[config.mk]
export PLATFORM = sky130hd
export DESIGN_NAME = spi_slave
export DESIGN_NICKNAME = d
export VERILOG_FILES = /design/src/rtl/spi_slave.sv
export SDC_FILE = /design/constraint.sdc
export NUM_CORES = 1
export LEC_CHECK = 0
export ABC_CLOCK_PERIOD_IN_PS = 1800
export CORE_MARGIN = 5
export CORE_UTILIZATION = 51
export CTS_BUF_LIST = sky130_fd_sc_hd__clkbuf_2
export CTS_CLUSTER_DIAMETER = 60
export CTS_CLUSTER_SIZE = 10
export DETAILED_ROUTE_END_ITERATION = 10
export GPL_TIMING_DRIVEN = 1
export PLACE_DENSITY_LB_ADDON = 0.2
export REMOVE_ABC_BUFFERS = 1
export SETUP_SLACK_MARGIN = 0.3
export SLEW_MARGIN = 20
export SYNTH_ARGS = -nofsm -noshare
export SYNTH_HDL_FRONTEND = slang
export SYNTH_SLANG_ARGS = --single-unit
[constraint.sdc]
create_clock -name clk -period 1.8 [get_ports clk]
set_input_delay 0.54 -clock clk [delete_from_list [all_inputs] [get_ports clk]]
set_output_delay 0.54 -clock clk [all_outputs]
set_load 0.02 [all_outputs]
[src/rtl/spi_slave.sv]
// SPI mode-0 slave, MSB first, with oversampled SCK/SS/MOSI and a one-word tx holding buffer.
// Define SPI_SLAVE_UNDERRUN_EN to add the sticky tx_underrun output.
module spi_slave #(
  parameter int WIDTH       = 32,
  parameter int SYNC_STAGES = 2
) (
  input  logic             clk,
  input  logic             reset,
  input  logic             sck_in,
  input  logic             ss_in,
  input  logic             mosi,
  output logic             miso,
  input  logic [WIDTH-1:0] tx_data,
  input  logic             tx_load,
  output logic             tx_ready,
  output logic [WIDTH-1:0] rx_data,
  output logic             rx_valid,
  output logic             busy
`ifdef SPI_SLAVE_UNDERRUN_EN
  ,
  output logic             tx_underrun
`endif
);

  localparam int CW = (WIDTH > 1) ? $clog2(WIDTH) : 1;

  typedef enum logic [1:0] {
    IDLE  = 2'd0,
    LOAD  = 2'd1,
    SHIFT = 2'd2
  } state_t;

  logic [SYNC_STAGES-1:0] sck_sync, ss_sync, mosi_sync;
  logic                   sck_d, ss_d;
  logic                   sck_s, ss_s, mosi_s;
  logic                   sck_rise, sck_fall, ss_fall;

  state_t                 state_q, state_d;
  logic                   load_tx;
  logic                   shifting;
  logic                   reload;
  logic                   accept;

  logic [WIDTH-1:0]       tx_sr, rx_sr, buf_data;
  logic                   buf_full;
  logic [CW-1:0]          cnt;
  logic                   word_done;

  assign sck_s  = sck_sync[SYNC_STAGES-1];
  assign ss_s   = ss_sync[SYNC_STAGES-1];
  assign mosi_s = mosi_sync[SYNC_STAGES-1];

  assign sck_rise = sck_s & ~sck_d;
  assign sck_fall = ~sck_s & sck_d;
  assign ss_fall  = ~ss_s & ss_d;

  always_ff @(posedge clk) begin
    if (reset) begin
      sck_sync  <= '0;
      ss_sync   <= '1;
      mosi_sync <= '0;
      sck_d     <= 1'b0;
      ss_d      <= 1'b1;
    end else begin
      sck_sync  <= {sck_sync[SYNC_STAGES-2:0], sck_in};
      ss_sync   <= {ss_sync[SYNC_STAGES-2:0], ss_in};
      mosi_sync <= {mosi_sync[SYNC_STAGES-2:0], mosi};
      sck_d     <= sck_s;
      ss_d      <= ss_s;
    end
  end

  always_ff @(posedge clk) begin
    if (reset) state_q <= IDLE;
    else       state_q <= state_d;
  end

  always_comb begin
    state_d = state_q;
    load_tx = 1'b0;
    case (state_q)
      IDLE:    if (ss_fall) state_d = LOAD;
      LOAD: begin
        load_tx = 1'b1;
        state_d = SHIFT;
      end
      SHIFT:   state_d = SHIFT;
      default: state_d = IDLE;
    endcase
    if (ss_s) begin
      state_d = IDLE;
      load_tx = 1'b0;
    end
  end

  assign shifting = (state_q == SHIFT) && !ss_s;
  // Back-to-back words: the falling edge right after a completed word refills tx_sr.
  assign reload   = load_tx | (shifting & sck_fall & word_done);
  // A word consumed this cycle frees the buffer before tx_load is considered.
  assign accept   = tx_load & (~buf_full | reload);

  always_ff @(posedge clk) begin
    if (reset) begin
      buf_data <= '0;
      buf_full <= 1'b0;
    end else if (accept) begin
      buf_data <= tx_data;
      buf_full <= 1'b1;
    end else if (reload) begin
      buf_full <= 1'b0;
    end
  end

  always_ff @(posedge clk) begin
    if (reset || ss_s) begin
      tx_sr <= '0;
    end else if (reload) begin
      tx_sr <= buf_full ? buf_data : '0;
    end else if (shifting && sck_fall) begin
      tx_sr <= {tx_sr[WIDTH-2:0], 1'b0};
    end
  end

  always_ff @(posedge clk) begin
    if (reset) begin
      rx_sr     <= '0;
      rx_data   <= '0;
      rx_valid  <= 1'b0;
      cnt       <= '0;
      word_done <= 1'b0;
    end else begin
      rx_valid <= 1'b0;
      if (ss_s) begin
        rx_sr     <= '0;
        cnt       <= '0;
        word_done <= 1'b0;
      end else if (state_q == LOAD) begin
        cnt       <= '0;
        word_done <= 1'b0;
      end else if (shifting && sck_rise) begin
        rx_sr <= {rx_sr[WIDTH-2:0], mosi_s};
        if (cnt == CW'(WIDTH - 1)) begin
          cnt       <= '0;
          rx_data   <= {rx_sr[WIDTH-2:0], mosi_s};
          rx_valid  <= 1'b1;
          word_done <= 1'b1;
        end else begin
          cnt <= cnt + 1'b1;
        end
      end else if (shifting && sck_fall) begin
        word_done <= 1'b0;
      end
    end
  end

`ifdef SPI_SLAVE_UNDERRUN_EN
  always_ff @(posedge clk) begin
    if (reset)                   tx_underrun <= 1'b0;
    else if (reload & ~buf_full) tx_underrun <= 1'b1;
    else if (accept)             tx_underrun <= 1'b0;
  end
`endif

  assign miso     = ~ss_s & tx_sr[WIDTH-1];
  assign tx_ready = ~buf_full;
  assign busy     = ~ss_s;

endmodule
Word level (Yosys, flattened, before mapping)

Index checks and enable logic that the tools add are counted.

Muxes and demuxes: 14
Eq/ne operators: 5
Reductions and logical operators: 16
Add/sub/neg operators: 1
Bitwise operators: 15

Operators by type and width:

| kind                                                                   | count |
|---|---|
| 32-bit 2-to-1 mux                                                      | 3 |
| 1-bit 2-to-1 mux                                                       | 8 |
| 1-bit bitwise AND                                                      | 7 |
| 1-bit inverter                                                         | 6 |
| 2-bit nonzero test                                                     | 3 |
| 5-bit by 1-bit adder with 5-bit output (second input constant)         | 1 |
| 5-bit equality test (second input constant)                            | 1 |
| 5-bit 2-to-1 mux                                                       | 1 |
| 2-bit case mux with 2 select lines                                     | 1 |
| 2-bit AND reduction                                                    | 2 |
| 4-bit AND reduction                                                    | 1 |
| 2-bit OR reduction                                                     | 2 |
| 4-bit OR reduction                                                     | 1 |
| 1-bit logical AND                                                      | 3 |
| 3-bit OR reduction                                                     | 1 |
| 2-bit by 1-bit equality test with 1-bit output (second input constant) | 1 |
| 2-bit equality test (second input constant)                            | 1 |
| 2-bit logical NOT                                                      | 1 |
| 2-bit 2-to-1 mux                                                       | 1 |
| 2-bit by 1-bit != test with 1-bit output (second input constant)       | 1 |
| 2-bit != test (second input constant)                                  | 1 |
| 1-bit bitwise OR                                                       | 2 |
| 1-bit logical NOT                                                      | 1 |
| 1-bit logical OR                                                       | 1 |

Register bits: 145
Output and inout bits: 36
Input port bits: 38
Word-level logic and storage cells: 65

Depth between registers and ports, before layout

Depth in word-level cells: 8
Depth in mapped cells: 8
Mapped depth without buffers: 7

Worst setup path after synthesis

Ideal clock, no wire load.

Kind: reg-to-reg
Start: register cnt[0]
End: register rx_data[22]
Clock period less this slack: 1.669 ns
Path buffers: 1
Required time: 1.730 ns
Slack: 0.131 ns
Cell stages (with the launch flop): 9
Library setup time: 0.070 ns
Data arrival time: 1.599 ns
Cells stage by stage: dfxtp_1 ha_1 and3_1 ha_1 inv_1 nor3_4 buf_2 nand2_1 a21oi_1

Longest elaborated chain between the ends: 2

Ends and longest elaborated chain:

| what                                 | line | text |
|---|---|---|
| start: declaration                   | 46   | `logic [CW-1:0] cnt;` |
| start signal: assignment             | 148  | `cnt <= cnt + 1'b1;` |
| 5-bit equality test                  | 142  | `if (cnt == CW'(WIDTH - 1)) begin` |
| 4-bit AND reduction (no source line) | n/a  |  |
| end signal: assignment               | 144  | `rx_data <= {rx_sr[WIDTH-2:0], mosi_s};` |
| end: declaration                     | 16   | `output logic [WIDTH-1:0] rx_data,` |

Every way passes these cells.
A chain may end at the register's enable or synchronous reset.

Final worst setup path

Start: register state_q[0]
End: register buf_data[29]

Longest elaborated chain between the ends: 7
Elaborated cells on any way between the ends: 10
Those cells by class: eq/ne: 2; mux: 2; bitwise: 5; reduce/logical: 1

Ends and longest elaborated chain:

| what                           | line | text |
|---|---|---|
| start: declaration             | 38   | `state_t state_q, state_d;` |
| start signal: assignment       | 75   | `else state_q <= state_d;` |
| 2-bit equality test            | 96   | `assign shifting = (state_q == SHIFT) && !ss_s;` |
| 1-bit logical AND              | 96   |  |
| 1-bit bitwise AND (2 in a row) | 98   | `assign reload = load_tx \| (shifting & sck_fall & word_done);` |
| 1-bit bitwise OR *             | 98   |  |
| 1-bit bitwise OR *             | 100  | `assign accept = tx_load & (~buf_full \| reload);` |
| 1-bit bitwise AND *            | 100  |  |
| end signal: assignment         | 107  | `buf_data <= tx_data;` |
| end: declaration               | 44   | `logic [WIDTH-1:0] tx_sr, rx_sr, buf_data;` |

Mark *: on every way between the ends. The rest lies on a longest branch, timed or not.

==> summary.txt <==
Routing
  • Drt total wl: around 22000 µm
  • Initial DRT Pass Iterations: 7
  • Drc violations: 0
  • Number of DRC markers in iteration 0: around 550
  • DR vias/cell: just over 6
  • Antenna-violating nets left: 0
  • Detailed-route wire length per cell: 23.1 µm
  • DR vias: 5731

Die
  • Die Ht: roughly 110 µm
  • Die Width: 112 µm
  • Starting Density: a little over half
  • CORE AREA: a little over 10000 µm²
  • Die area: about 13000 µm²
  • Num ports: 74
  • Rows: 37

Critical path
  • CP Capture Type: flop
  • WP data arrival: about 2.7 ns
  • CP Max Fanout: 8
  • CP required: 2.45 ns
  • Critical path type: flop to flop
  • Setup crit start kind: flop
  • Worst reg2reg path depth: 9

Yosys
  • Adder-cell share of the synthesized area: about 1.4%
  • Ranking of synthesized cells by area: dfxtp_1 54%, nand2_1 14%, a21oi_1 10%
  • Largest family of logic cells by synthesized area: simple AND/OR/NAND/NOR gates
  • Synth Area per Inst: between 8 and 9 µm²
  • Synth warnings: 0
  • Compound-cell area share of the yosys netlist: between 10% and 20%
  • Synthesized area: ~5400 µm²
  • Synthesis-stage register bit count: about 150
  • Leading area contributor after synthesis: dfxtp_1
  • XOR/XNOR Fraction of Synth Area: 0%
  • Count of different cell masters after synthesis: 34
  • Post-synth EDFFs: 0
  • Top_reg_cell synth: dfxtp_1
  • Post-synthesis sequential area ratio: 54.3%
  • Post-synthesis simple-gate area fraction: between 10% and 20%
  • Mapped Cells: roughly 650
  • Post-synthesis mux area share: 0.374%
  • Yosys top cell area share: 54.3%
  • Async S/R FF share, synth: 0%

Global route
  • Met3 GRT Util: under 10%
  • Largest net degree at the start of global routing: 55
  • Routing usage on met2: around half
  • Met1 usage: 30.5%
  • Total gr overflow: 0
  • Vias in the first global route: around 5.6k
  • GR peak layer: met2
  • Initial antenna violation count: 0
  • Total track usage: 27.9%
  • First-pass GRT wire length: between 20000 and 30000 µm

Layout
  • Layout Nets: a little over 800
  • Post-route cell area: 9300 µm²
  • Antenna cells: 0
  • Layout cell share with drive strength beyond 1: between 50% and 60%
  • Commonest non-fill, non-tap cell in the layout: dfxtp_1
  • Most frequent cells in the layout: 105 x dfxtp_1, 91 x nand2_4, 80 x a21oi_2, 80 x nand2_1, 52 x buf_6
  • Layout area overhead: 73.8%
  • Final Util: 90.5%

Timing
  • Final hold violation count: 0
  • Clk_skew: about 0.04 ns
  • Worst hold slack: slightly above 0.3 ns
  • RSZ-0062 raised after global routing: true
  • Final slew viol count: 0
  • Setup-failing EPs final: 141
  • Setup TNS: -14.03 ns
  • Fin crit period: just over 2 ns
  • Slew of the pin with the lowest slew margin: just over 0.5 ns
  • Peak Freq: roughly 0.5 GHz
  • Final setup margin: -0.220 ns
  • Final period util: 112%
  • Relative slew slack: 65.7%

Clock tree
  • CTS clk-pin slew, worst paths: around 0.24 ns
  • CTS Buffer Depth: 2
  • CTS tree: done
  • Sink Count: around 150
  • Cell chosen for the clock root: clkbuf_2
  • Inserted Clock Buffers: 17
  • CTS H-tree lvls: 4
  • # hold bufs at CTS: 0
  • Clk Latency, worst-skew pair: between 0.7 and 0.8 ns

Pwr
  • Share of total power in the clock network: a little over a third
  • Worst IR Drop VDD: 0.665 mV
  • Total power divided by cell area: 654 nW/µm²
  • Gate power share: a little under a tenth
  • NetSw: 0.00163 W
  • Sw Ratio: a little over a quarter
  • Tot Pwr: between 0.006 and 0.007 W
  • Pleak: 3.49 nW
  • Pint: between 0.004 and 0.005 W
  • Sequential share of power: approximately 54%

Flow run
  • Max Cap Viol: 0

Hold path
  • Hold Path Class: input pin to flop
  • Worst hold stages: 2

Place
  • DPL Wire Length: around 7700 µm
  • Gpl congestion: 0.753
  • Port-buffer cells: 73
  • Cell Area, Placed: roughly 6400 µm²

Run status
  • Outcome: complete, but fails checks
  • Failing checks: negative setup slack
==> cell type report <==
| type | instances | area, µm² |
|---|---|---|
| Tap cell | 136 | 170 |
| Clock buffer | 19 | 95.1 |
| Timing Repair Buffer | 168 | 2190 |
| Multi-Input combinational cell | 447 | 3630 |
| Sequential cell | 145 | 2990 |
| Inverter | 8 | 32.5 |
| Clock inverter | 13 | 186 |
| Fill cell | 415 | 981 |
==> worst max-delay path, cell delays in order, from the launching register on <==
cell     delay, ns
dfxtp_2       0.39
inv_2         0.05
ha_4          0.17
and4b_2       0.28
buf_6         0.13
o311a_4       0.43
buf_12        0.15
buf_16        0.15
nand2_1       0.09
a21oi_2       0.06
==> worst paths after layout <==
check | endpoint | startpoint | slack (ns)
setup / recovery | buf_data[29] | state_q[0] | -0.22
hold / removal | mosi_sync[0] | mosi | 0.30
setup reg to reg | buf_data[29] | state_q[0] | -0.22
hold reg to reg | ss_sync[1] | ss_sync[0] | 0.46
==> power groups by stage <==
stage,Sequential (W),Clock (W),Combinational [W]
floorplan,0.00335,0,0.000107
detailed placement,0.00336,0,0.000289
global placement,0.00336,0,0.000283
finish,0.00329,0.00221,0.000574
global route,0.00330,0.00235,0.000593
CTS,0.00330,0.00214,0.000497
==> synth_stat cells (2+ instances only) <==
master,count
a21oi_1,107
nor2b_1,6
nand2b_1,2
dfxtp_1,145
nor2_1,37
ha_1,6
a221oi_1,30
or2_2,2
o21ai_1,2
clkbuf_1,19
inv_1,7
nand2_1,198
buf_4,3
o21ai_0,35
mux2i_1,2
buf_2,24
nand3_1,4
==> stage by stage <==
step | setup WS [ns] | cells
floorplan | -0.606 | 600
global placement | 0.0366 | 832
detailed placement | -0.0372 | 832
CTS | -0.0995 | 909
global route | -0.247 | 936
finish | -0.220 | 936
==> repair_timing <==
item	4_1_cts	5_1_grt
endpoints found under the setup margin	171	171
setup buffers	27	27
pin swaps	107	84
resized for setup	527	179
cloned	18	0
==> registers in the layout, indices dropped and copies added, names as in the netlist, 2 cells and up <==
name,flops
ss_sync,2
cnt,5
sck_sync,2
rx_data,32
rx_sr,31
state_q,2
mosi_sync,2
tx_sr,32
buf_data,32
==> metal layers <==
layer  vias to the layer above  share of wire (%)
li1                       2487                  -
met4                         0                6.4
met5                         -                  0
met2                       320                 52
met1                      2806                 35
met3                       118                6.2
==> logic make-up after synthesis <==
family	count (synthesis)
flops	145
fa+ha+maj	6
mux	2
compound gates	179
simple gates	260
buf+inv	54
Power figures use the tool's default switching activity.
